[config.mk]
export PLATFORM = sky130hd
export DESIGN_NAME = sonar_stream_recorder
export DESIGN_NICKNAME = d
export VERILOG_FILES = /design/src/rtl/sonar_stream_recorder_pkg.sv /design/src/rtl/sonar_sync_fifo.sv /design/src/rtl/sonar_stream_recorder.sv
export SDC_FILE = /design/constraint.sdc
export NUM_CORES = 2
export LEC_CHECK = 0
export CAP_MARGIN = 20
export CORE_ASPECT_RATIO = 1.25
export CORE_UTILIZATION = 30
export DETAILED_ROUTE_END_ITERATION = 10
export DONT_BUFFER_PORTS = 1
export GPL_TIMING_DRIVEN = 0
export SLEW_MARGIN = 20
export SYNTH_ARGS = -nofsm -noshare
export SYNTH_HDL_FRONTEND = slang
export SYNTH_HIERARCHICAL = 1
export SYNTH_SLANG_ARGS = --single-unit
[constraint.sdc]
create_clock -name ap_clk -period 19.1 [get_ports ap_clk]
set_input_delay 3.82 -clock ap_clk [delete_from_list [all_inputs] [get_ports ap_clk]]
set_output_delay 3.82 -clock ap_clk [all_outputs]
set_load 0.02 [all_outputs]
[src/rtl/sonar_stream_recorder_pkg.sv]
// Shared definitions for the sonar stream recorder: record type codes,
// serializer states, the record header layout and the beat record size.
package sonar_recorder_pkg;

   localparam logic [7:0]  REC_BEAT      = 8'h01;
   localparam logic [7:0]  REC_END       = 8'h02;
   localparam logic [15:0] END_ARG_WORDS = 16'd2;

   typedef enum logic [2:0] {
      ST_IDLE,
      ST_HDR,
      ST_DATA,
      ST_LAST,
      ST_TS,
      ST_EHDR,
      ST_EID,
      ST_ECNT
   } rec_state_t;

   typedef struct packed {
      logic [7:0]  rec_type;
      logic [7:0]  iface;
      logic [15:0] arg_words;
   } rec_hdr_t;

   // Argument words following a beat header: the tdata words, tlast and ts.
   function automatic logic [15:0] beat_arg_words(input int unsigned data_width);
      return 16'(data_width / 32 + 2);
   endfunction

endpackage

[src/rtl/sonar_sync_fifo.sv]
// Single-clock FIFO with a registered read port. Pointers carry one extra
// bit so that full and empty differ only in the pointer MSB.
module sonar_sync_fifo #(
   parameter int unsigned WIDTH = 8,
   parameter int unsigned DEPTH = 16
) (
   input  logic                     clk,
   input  logic                     rst_n,
   input  logic                     wr_en,
   input  logic [WIDTH-1:0]         wr_data,
   input  logic                     rd_en,
   output logic [WIDTH-1:0]         rd_data,
   output logic                     full,
   output logic                     empty,
   output logic [$clog2(DEPTH):0]   count
);

   localparam int unsigned AW = $clog2(DEPTH);

   logic [WIDTH-1:0] mem_q [DEPTH];
   logic [AW:0]      wptr_q, wptr_d;
   logic [AW:0]      rptr_q, rptr_d;
   logic [WIDTH-1:0] rd_data_q, rd_data_d;
   logic             wr_ok, rd_ok;

   assign full  = (wptr_q[AW] != rptr_q[AW]) && (wptr_q[AW-1:0] == rptr_q[AW-1:0]);
   assign empty = (wptr_q == rptr_q);
   assign count = wptr_q - rptr_q;
   assign rd_data = rd_data_q;

   assign wr_ok = wr_en && !full;
   assign rd_ok = rd_en && !empty;

   // Next pointer values and the word presented on the registered read port.
   always_comb begin
      wptr_d    = wptr_q;
      rptr_d    = rptr_q;
      rd_data_d = rd_data_q;
      if (wr_ok) begin
         wptr_d = wptr_q + (AW+1)'(1);
      end
      if (rd_ok) begin
         rptr_d    = rptr_q + (AW+1)'(1);
         rd_data_d = mem_q[rptr_q[AW-1:0]];
      end
   end

   // Pointers are control state and return to empty on reset.
   always_ff @(posedge clk or negedge rst_n) begin
      if (!rst_n) begin
         wptr_q <= '0;
         rptr_q <= '0;
      end else begin
         wptr_q <= wptr_d;
         rptr_q <= rptr_d;
      end
   end

   // Storage and read register carry data only and need no reset.
   always_ff @(posedge clk) begin
      if (wr_ok) begin
         mem_q[wptr_q[AW-1:0]] <= wr_data;
      end
      rd_data_q <= rd_data_d;
   end

endmodule

[src/rtl/sonar_stream_recorder.sv]
// Captures accepted AXI-Stream beats with a timestamp and serializes them,
// together with vector-end markers, into 32-bit framed sonar records.
module sonar_stream_recorder
   import sonar_recorder_pkg::*;
#(
   parameter int unsigned DATA_WIDTH   = 64,
   parameter logic [7:0]  INTERFACE_ID = 8'h00,
   parameter int unsigned FIFO_DEPTH   = 16,
   parameter int unsigned TS_WIDTH     = 32
) (
   input  logic                  ap_clk,
   input  logic                  ap_rst_n,
   input  logic [DATA_WIDTH-1:0] s_tdata,
   input  logic                  s_tvalid,
   input  logic                  s_tlast,
   output logic                  s_tready,
   input  logic                  vector_end,
   input  logic [15:0]           vector_id,
   input  logic                  ts_clear,
   output logic [31:0]           m_tdata,
   output logic                  m_tvalid,
   input  logic                  m_tready,
   output logic                  m_tlast,
   output logic                  overflow
);

   localparam int unsigned NW         = DATA_WIDTH / 32;
   localparam int unsigned IDX_W      = (NW > 1) ? $clog2(NW) : 1;
   localparam int unsigned ENT_W      = DATA_WIDTH + 1 + TS_WIDTH;
   localparam int unsigned CNT_W      = $clog2(FIFO_DEPTH) + 1;
   localparam logic [15:0] BEAT_WORDS = beat_arg_words(DATA_WIDTH);
   localparam rec_hdr_t    BEAT_HDR   = '{rec_type: REC_BEAT, iface: INTERFACE_ID, arg_words: BEAT_WORDS};
   localparam rec_hdr_t    END_HDR    = '{rec_type: REC_END, iface: INTERFACE_ID, arg_words: END_ARG_WORDS};

   logic [TS_WIDTH-1:0]   ts_q, ts_d;
   logic                  rdy_q, rdy_d;
   logic [15:0]           beat_cnt_q, beat_cnt_d;
   logic                  pend_q, pend_d;
   logic [15:0]           vid_q, vid_d;
   logic                  ovf_q, ovf_d;
   rec_state_t            state_q, state_d;
   logic [IDX_W-1:0]      idx_q, idx_d;
   logic [31:0]           m_tdata_q, m_tdata_d;
   logic                  m_tvalid_q, m_tvalid_d;
   logic                  m_tlast_q, m_tlast_d;
   logic                  m_end_q, m_end_d;

   logic [ENT_W-1:0]      rd_entry;
   logic                  f_full, f_empty;
   logic [CNT_W-1:0]      f_count;
   logic                  pop, accept, holding, cap_full;
   logic                  out_free, end_done, pend_clr;
   logic                  word_vld, word_last, word_end;
   logic [31:0]           word;
   logic [DATA_WIDTH-1:0] ent_data;
   logic                  ent_last;
   logic [TS_WIDTH-1:0]   ent_ts;
   logic [31:0]           data_words [2**IDX_W];

   // The entry being serialized still occupies a capture slot, so total
   // buffering (FIFO plus the popped entry) never exceeds FIFO_DEPTH.
   assign holding  = (state_q == ST_HDR) || (state_q == ST_DATA) ||
                     (state_q == ST_LAST) || (state_q == ST_TS);
   assign cap_full = f_full || (holding && (f_count == CNT_W'(FIFO_DEPTH - 1)));
   assign s_tready = rdy_q && !cap_full;
   assign accept   = s_tvalid && s_tready;

   sonar_sync_fifo #(
      .WIDTH (ENT_W),
      .DEPTH (FIFO_DEPTH)
   ) u_fifo (
      .clk     (ap_clk),
      .rst_n   (ap_rst_n),
      .wr_en   (accept),
      .wr_data ({s_tdata, s_tlast, ts_q}),
      .rd_en   (pop),
      .rd_data (rd_entry),
      .full    (f_full),
      .empty   (f_empty),
      .count   (f_count)
   );

   assign ent_data = rd_entry[ENT_W-1 -: DATA_WIDTH];
   assign ent_last = rd_entry[TS_WIDTH];
   assign ent_ts   = rd_entry[TS_WIDTH-1:0];

   // tdata split into 32-bit words, least significant first; padded to a power of 2.
   for (genvar g = 0; g < 2**IDX_W; g++) begin : g_split
      if (g < NW) begin : g_word
         assign data_words[g] = ent_data[g*32 +: 32];
      end else begin : g_pad
         assign data_words[g] = '0;
      end
   end

   // The output register can take a new word when empty or draining this cycle.
   assign out_free = !m_tvalid_q || m_tready;
   assign end_done = m_tvalid_q && m_tready && m_tlast_q && m_end_q;

   assign m_tdata  = m_tdata_q;
   assign m_tvalid = m_tvalid_q;
   assign m_tlast  = m_tlast_q;
   assign overflow = ovf_q;

   // Serializer next state: pick the word for the current state and advance
   // once the output register accepts it.
   always_comb begin
      state_d   = state_q;
      idx_d     = idx_q;
      pop       = 1'b0;
      pend_clr  = 1'b0;
      word_vld  = 1'b0;
      word_last = 1'b0;
      word_end  = 1'b0;
      word      = '0;
      case (state_q)
         ST_IDLE: begin
            if (!f_empty) begin
               pop     = 1'b1;
               state_d = ST_HDR;
            end else if (pend_q) begin
               state_d = ST_EHDR;
            end
         end
         ST_HDR: begin
            word_vld = 1'b1;
            word     = BEAT_HDR;
            if (out_free) begin
               idx_d   = '0;
               state_d = ST_DATA;
            end
         end
         ST_DATA: begin
            word_vld = 1'b1;
            word     = data_words[idx_q];
            if (out_free) begin
               if (idx_q == IDX_W'(NW - 1)) begin
                  state_d = ST_LAST;
               end else begin
                  idx_d = idx_q + IDX_W'(1);
               end
            end
         end
         ST_LAST: begin
            word_vld = 1'b1;
            word     = {31'b0, ent_last};
            if (out_free) begin
               state_d = ST_TS;
            end
         end
         ST_TS: begin
            word_vld  = 1'b1;
            word_last = 1'b1;
            word      = 32'(ent_ts);
            if (out_free) begin
               state_d = ST_IDLE;
            end
         end
         ST_EHDR: begin
            word_vld = 1'b1;
            word     = END_HDR;
            if (out_free) begin
               state_d = ST_EID;
            end
         end
         ST_EID: begin
            word_vld = 1'b1;
            word     = {16'b0, vid_q};
            if (out_free) begin
               state_d = ST_ECNT;
            end
         end
         ST_ECNT: begin
            word_vld  = 1'b1;
            word_last = 1'b1;
            word_end  = 1'b1;
            word      = {16'b0, beat_cnt_q};
            if (out_free) begin
               pend_clr = 1'b1;
               state_d  = ST_IDLE;
            end
         end
         default: begin
            state_d = ST_IDLE;
         end
      endcase
   end

   // Output register: holds its word while stalled, reloads when free.
   always_comb begin
      m_tvalid_d = m_tvalid_q;
      m_tdata_d  = m_tdata_q;
      m_tlast_d  = m_tlast_q;
      m_end_d    = m_end_q;
      if (out_free) begin
         m_tvalid_d = word_vld;
         m_tlast_d  = word_vld && word_last;
         m_end_d    = word_vld && word_end;
         if (word_vld) begin
            m_tdata_d = word;
         end
      end
   end

   // Timestamp, beat counter, vector-end pending flag and overflow.
   always_comb begin
      rdy_d      = 1'b1;
      ts_d       = ts_clear ? '0 : ts_q + TS_WIDTH'(1);
      beat_cnt_d = beat_cnt_q;
      pend_d     = pend_q;
      vid_d      = vid_q;
      ovf_d      = ovf_q;
      if (end_done) begin
         // A beat landing on the clearing edge starts the next vector's count.
         beat_cnt_d = accept ? 16'd1 : 16'd0;
      end else if (accept && (beat_cnt_q != 16'hFFFF)) begin
         beat_cnt_d = beat_cnt_q + 16'd1;
      end
      if (pend_clr) begin
         pend_d = 1'b0;
      end
      if (vector_end) begin
         if (pend_q && !pend_clr) begin
            ovf_d = 1'b1;
         end else begin
            pend_d = 1'b1;
            vid_d  = vector_id;
         end
      end
   end

   // All recorder state returns to its idle values on reset.
   always_ff @(posedge ap_clk or negedge ap_rst_n) begin
      if (!ap_rst_n) begin
         ts_q       <= '0;
         rdy_q      <= 1'b0;
         beat_cnt_q <= '0;
         pend_q     <= 1'b0;
         vid_q      <= '0;
         ovf_q      <= 1'b0;
         state_q    <= ST_IDLE;
         idx_q      <= '0;
         m_tdata_q  <= '0;
         m_tvalid_q <= 1'b0;
         m_tlast_q  <= 1'b0;
         m_end_q    <= 1'b0;
      end else begin
         ts_q       <= ts_d;
         rdy_q      <= rdy_d;
         beat_cnt_q <= beat_cnt_d;
         pend_q     <= pend_d;
         vid_q      <= vid_d;
         ovf_q      <= ovf_d;
         state_q    <= state_d;
         idx_q      <= idx_d;
         m_tdata_q  <= m_tdata_d;
         m_tvalid_q <= m_tvalid_d;
         m_tlast_q  <= m_tlast_d;
         m_end_q    <= m_end_d;
      end
   end

endmodule

==> flow_metrics.py <==
metrics = {
    "outcome": {
        "status": "finished, final reports clean",
    },
    "timing": {
        "slew_headroom": 0.153,
        "fin_crit_sh": 0.446,
        "clock.fmax_mhz": 117,
        "setup_viol_count_final": 0,
        "period_needed_ps": 8520,
        "tightest_slew_ps": 1270,
        "finClkSkew_ps": 35.4,
        "hold_ws_ps": 498,
        "rsz0062_at_grt": "false",
        "drv_slew": 0,
        "hold_viol_final": 0,
    },
    "clocking": {
        "cts.sinks": 1765,
        "clkSlewWorstSetupHoldPaths_ps": 70,
        "post_cts_buffers": 0,
        "clockBufferDepth": 3,
        "ctsResizeCount": 0,
        "cts-htree-levels": 4,
        "cts_tree": "done",
        "cts_buffers": 154,
        "cts-root-buf": "clkbuf_16",
        "insertion_delay_ps": 800,
        "cts_hold_buf": 0,
    },
    "logic_synthesis": {
        "synth.avg_cell_area_um2": 20.4,
        "syn_nets": 3453,
        "synth_edf_count": 1649,
        "yosysTopAreaCell": "edfxtp_1",
        "synthCells": 3354,
        "synth.yosys.seq_area_share": 0.768,
        "synth_warnings": 6,
        "synthesis.area_um2": 68300,
        "yosys.area.top_type_share": 0.725,
        "synthFlopType": "edfxtp_1",
        "synth_cell_types": 58,
        "ys_ff_latch": 1765,
        "synthArstFlopShare": 0.0657,
        "synthTopCellsByArea": "edfxtp_1, mux4_2, mux2i_1",
    },
    "setup_path": {
        "r2r_setup_slack_ps": 12260,
        "cpMostUsedCell": "clkbuf_1",
        "max_stage_delay_ps": 800,
        "crit_path_max_fanout": 10,
        "crit_chain": "inv_2 > clkbuf_1 > clkbuf_1 > ha_1 > a21o_1 > a21oi_1 > xnor2_1 > nor4b_1 > nor3b_2",
        "cp.required_ps": 15280,
        "path_class": "flip-flop to output pin",
        "critPathLaunchType": "flip-flop",
        "crit_family": "buffers and inverters",
        "critPathArrivalTime_ps": 4700,
        "crit_buf_inv": 3,
        "cpMaxStageDelayCell": "clkbuf_1",
        "worstSetupEndpointType": "output pin",
    },
    "global_routing": {
        "grt_util_all_layers": 0.165,
        "antenna_found_initial": 20,
        "overflow": 0,
        "grt_pass1_vias": 35400,
        "grt_first_pass_wirelength_um": 269000,
        "grt_max_degree": 117,
    },
    "detailed_routing": {
        "firstDrtPassIters": 5,
        "top_layer": "met5",
        "post-route-drc-count": 0,
        "route.met2.wl_um": 97100,
        "ant_nets": 0,
        "via_per_inst": 5.13,
        "drt-met1-wl_um": 69300,
        "route.vias.total": 34900,
        "post_drt_wl_per_cell_um": 28.2,
        "wl_met3_um": 14900,
        "drt_wl_total_um": 192000,
        "drt_iter0_markers": 3641,
    },
    "job": {
        "max_cap_viol_count": 0,
    },
    "finish": {
        "final_util": 0.349,
        "stdcell_count": 6802,
        "final_common_cell": "edfxtp_1",
        "final_cell_mix": "edfxtp_1, mux2i_1, mux4_2",
        "area_growth_syn_to_layout_pct": 15.6,
        "final_layout_size_suffix_gt1_frac": 0.220,
        "fin_nets": 3812,
        "nFillCells": 20900,
    },
    "placed_design": {
        "io_buffers": 0,
        "dp.cells": 6511,
        "hpwlAfterDp_um": 131000,
        "gp_congestion": 0.870,
    },
    "floorplan": {
        "io_pins": 123,
        "dieArea_um2": 230000,
        "num_rows": 195,
        "core-area_um2": 226000,
        "start_util": 0.302,
        "die_height_um": 535,
        "die_w_um": 429,
    },
    "power_and_ir_drop": {
        "peakVddDrop_uv": 94.5,
        "leakagePower_nw": 25.7,
        "total_power_mw": 11.5,
        "power_density_nw_per_um2": 145,
    },
    "worst_hold_path": {
        "hold_class": "flip-flop to flip-flop",
    },
}
==> Yosys cell counts (all sizes together), types with 21 or more instances <==
master / count
a21oi: 31
a22oi: 99
a32oi: 97
buf: 108
clkbuf: 89
dfrtp: 116
edfxtp: 1649
mux2: 21
mux2i: 325
mux4: 291
nand2: 83
nand4: 25
nor2: 62
o21ai: 160
xor2: 26
==> layout make-up <==
type	count	area [um2]	area share
clock buffer	199	4140	0.0524
timing repair buffer	203	1970	0.0249
antenna	10	25.0	0.000317
tap	2955	3700	0.0468
sequential	1765	52400	0.664
buffer	197	1090	0.0138
inverter	13	56.3	0.000713
clock inverter	81	699	0.00886
multi-input combinational	1379	14900	0.188
==> routing by layer <==
metal  global-route usage  vias up
met5                    0        -
met1                0.188    18600
met4               0.0903       10
met3               0.0398      348
met2                0.284     1334
li1                     -    14600
==> through the flow <==
stage	cell area (um2)	worst slack (ps)	setup TNS, ps
6_report	79000	10580	0
5_1_grt	78900	10500	0
4_1_cts	78900	10550	0
3_5_place_dp	74100	11420	0
3_3_place_gp	72000	-9230	-4578540
2_1_floorplan	68300	4460	0
==> worst paths after layout <==
check	endpoint	from	cells after the start
max	s_tready	u_fifo/rptr_q[2]	9
max reg2reg	u_fifo/mem_q[3][36]	u_fifo/rptr_q[2]	18
min reg2reg	u_fifo/rptr_q[4]	u_fifo/rptr_q[4]	1
min	u_fifo/rptr_q[4]	u_fifo/rptr_q[4]	1
max in group asynchronous	u_fifo/rptr_q[3]	ap_rst_n	0
min in group asynchronous	m_tdata[17]	ap_rst_n	0
==> state kept, by name (all words and copies together), names as in the netlist <==
| signal | count |
|---|---|
| vid_q | 16 |
| m_tdata | 32 |
| beat_cnt_q | 16 |
| pend_q | 1 |
| m_tlast | 1 |
| u_fifo/mem_q | 1552 |
| u_fifo/rptr_q | 5 |
| state_q | 3 |
| overflow | 1 |
| ts_q | 32 |
| u_fifo/rd_data | 97 |
| idx_q | 1 |
| u_fifo/wptr_q | 5 |
| m_end_q | 1 |
| m_tvalid | 1 |
| rdy_q | 1 |
==> power by group <==
part           switching [mW]  internal, mW  leakage [nW]
clock network            1.38          1.68          2.36
logic                    2.23          1.30          6.85
registers               0.204          4.67          16.5
total                    3.81          7.65          25.7
==> kinds of logic (layout without fill, tap and decap cells) <==
logic type | after synthesis | in the layout | share of synthesized area
adders and majority gates | 12 | 12 | 0.00231
buffers and inverters | 210 | 693 | 0.0167
muxes | 637 | 637 | 0.147
xor gates and xnor gates | 39 | 39 | 0.00500
AOI/OAI and AO/OA | 427 | 427 | 0.0421
and+or+nand+nor | 263 | 263 | 0.0192
DFF | 1765 | 1765 | 0.768
other | 1 | 11 | 0.0000549
Note: power is estimated with default switching activity, not from simulation.
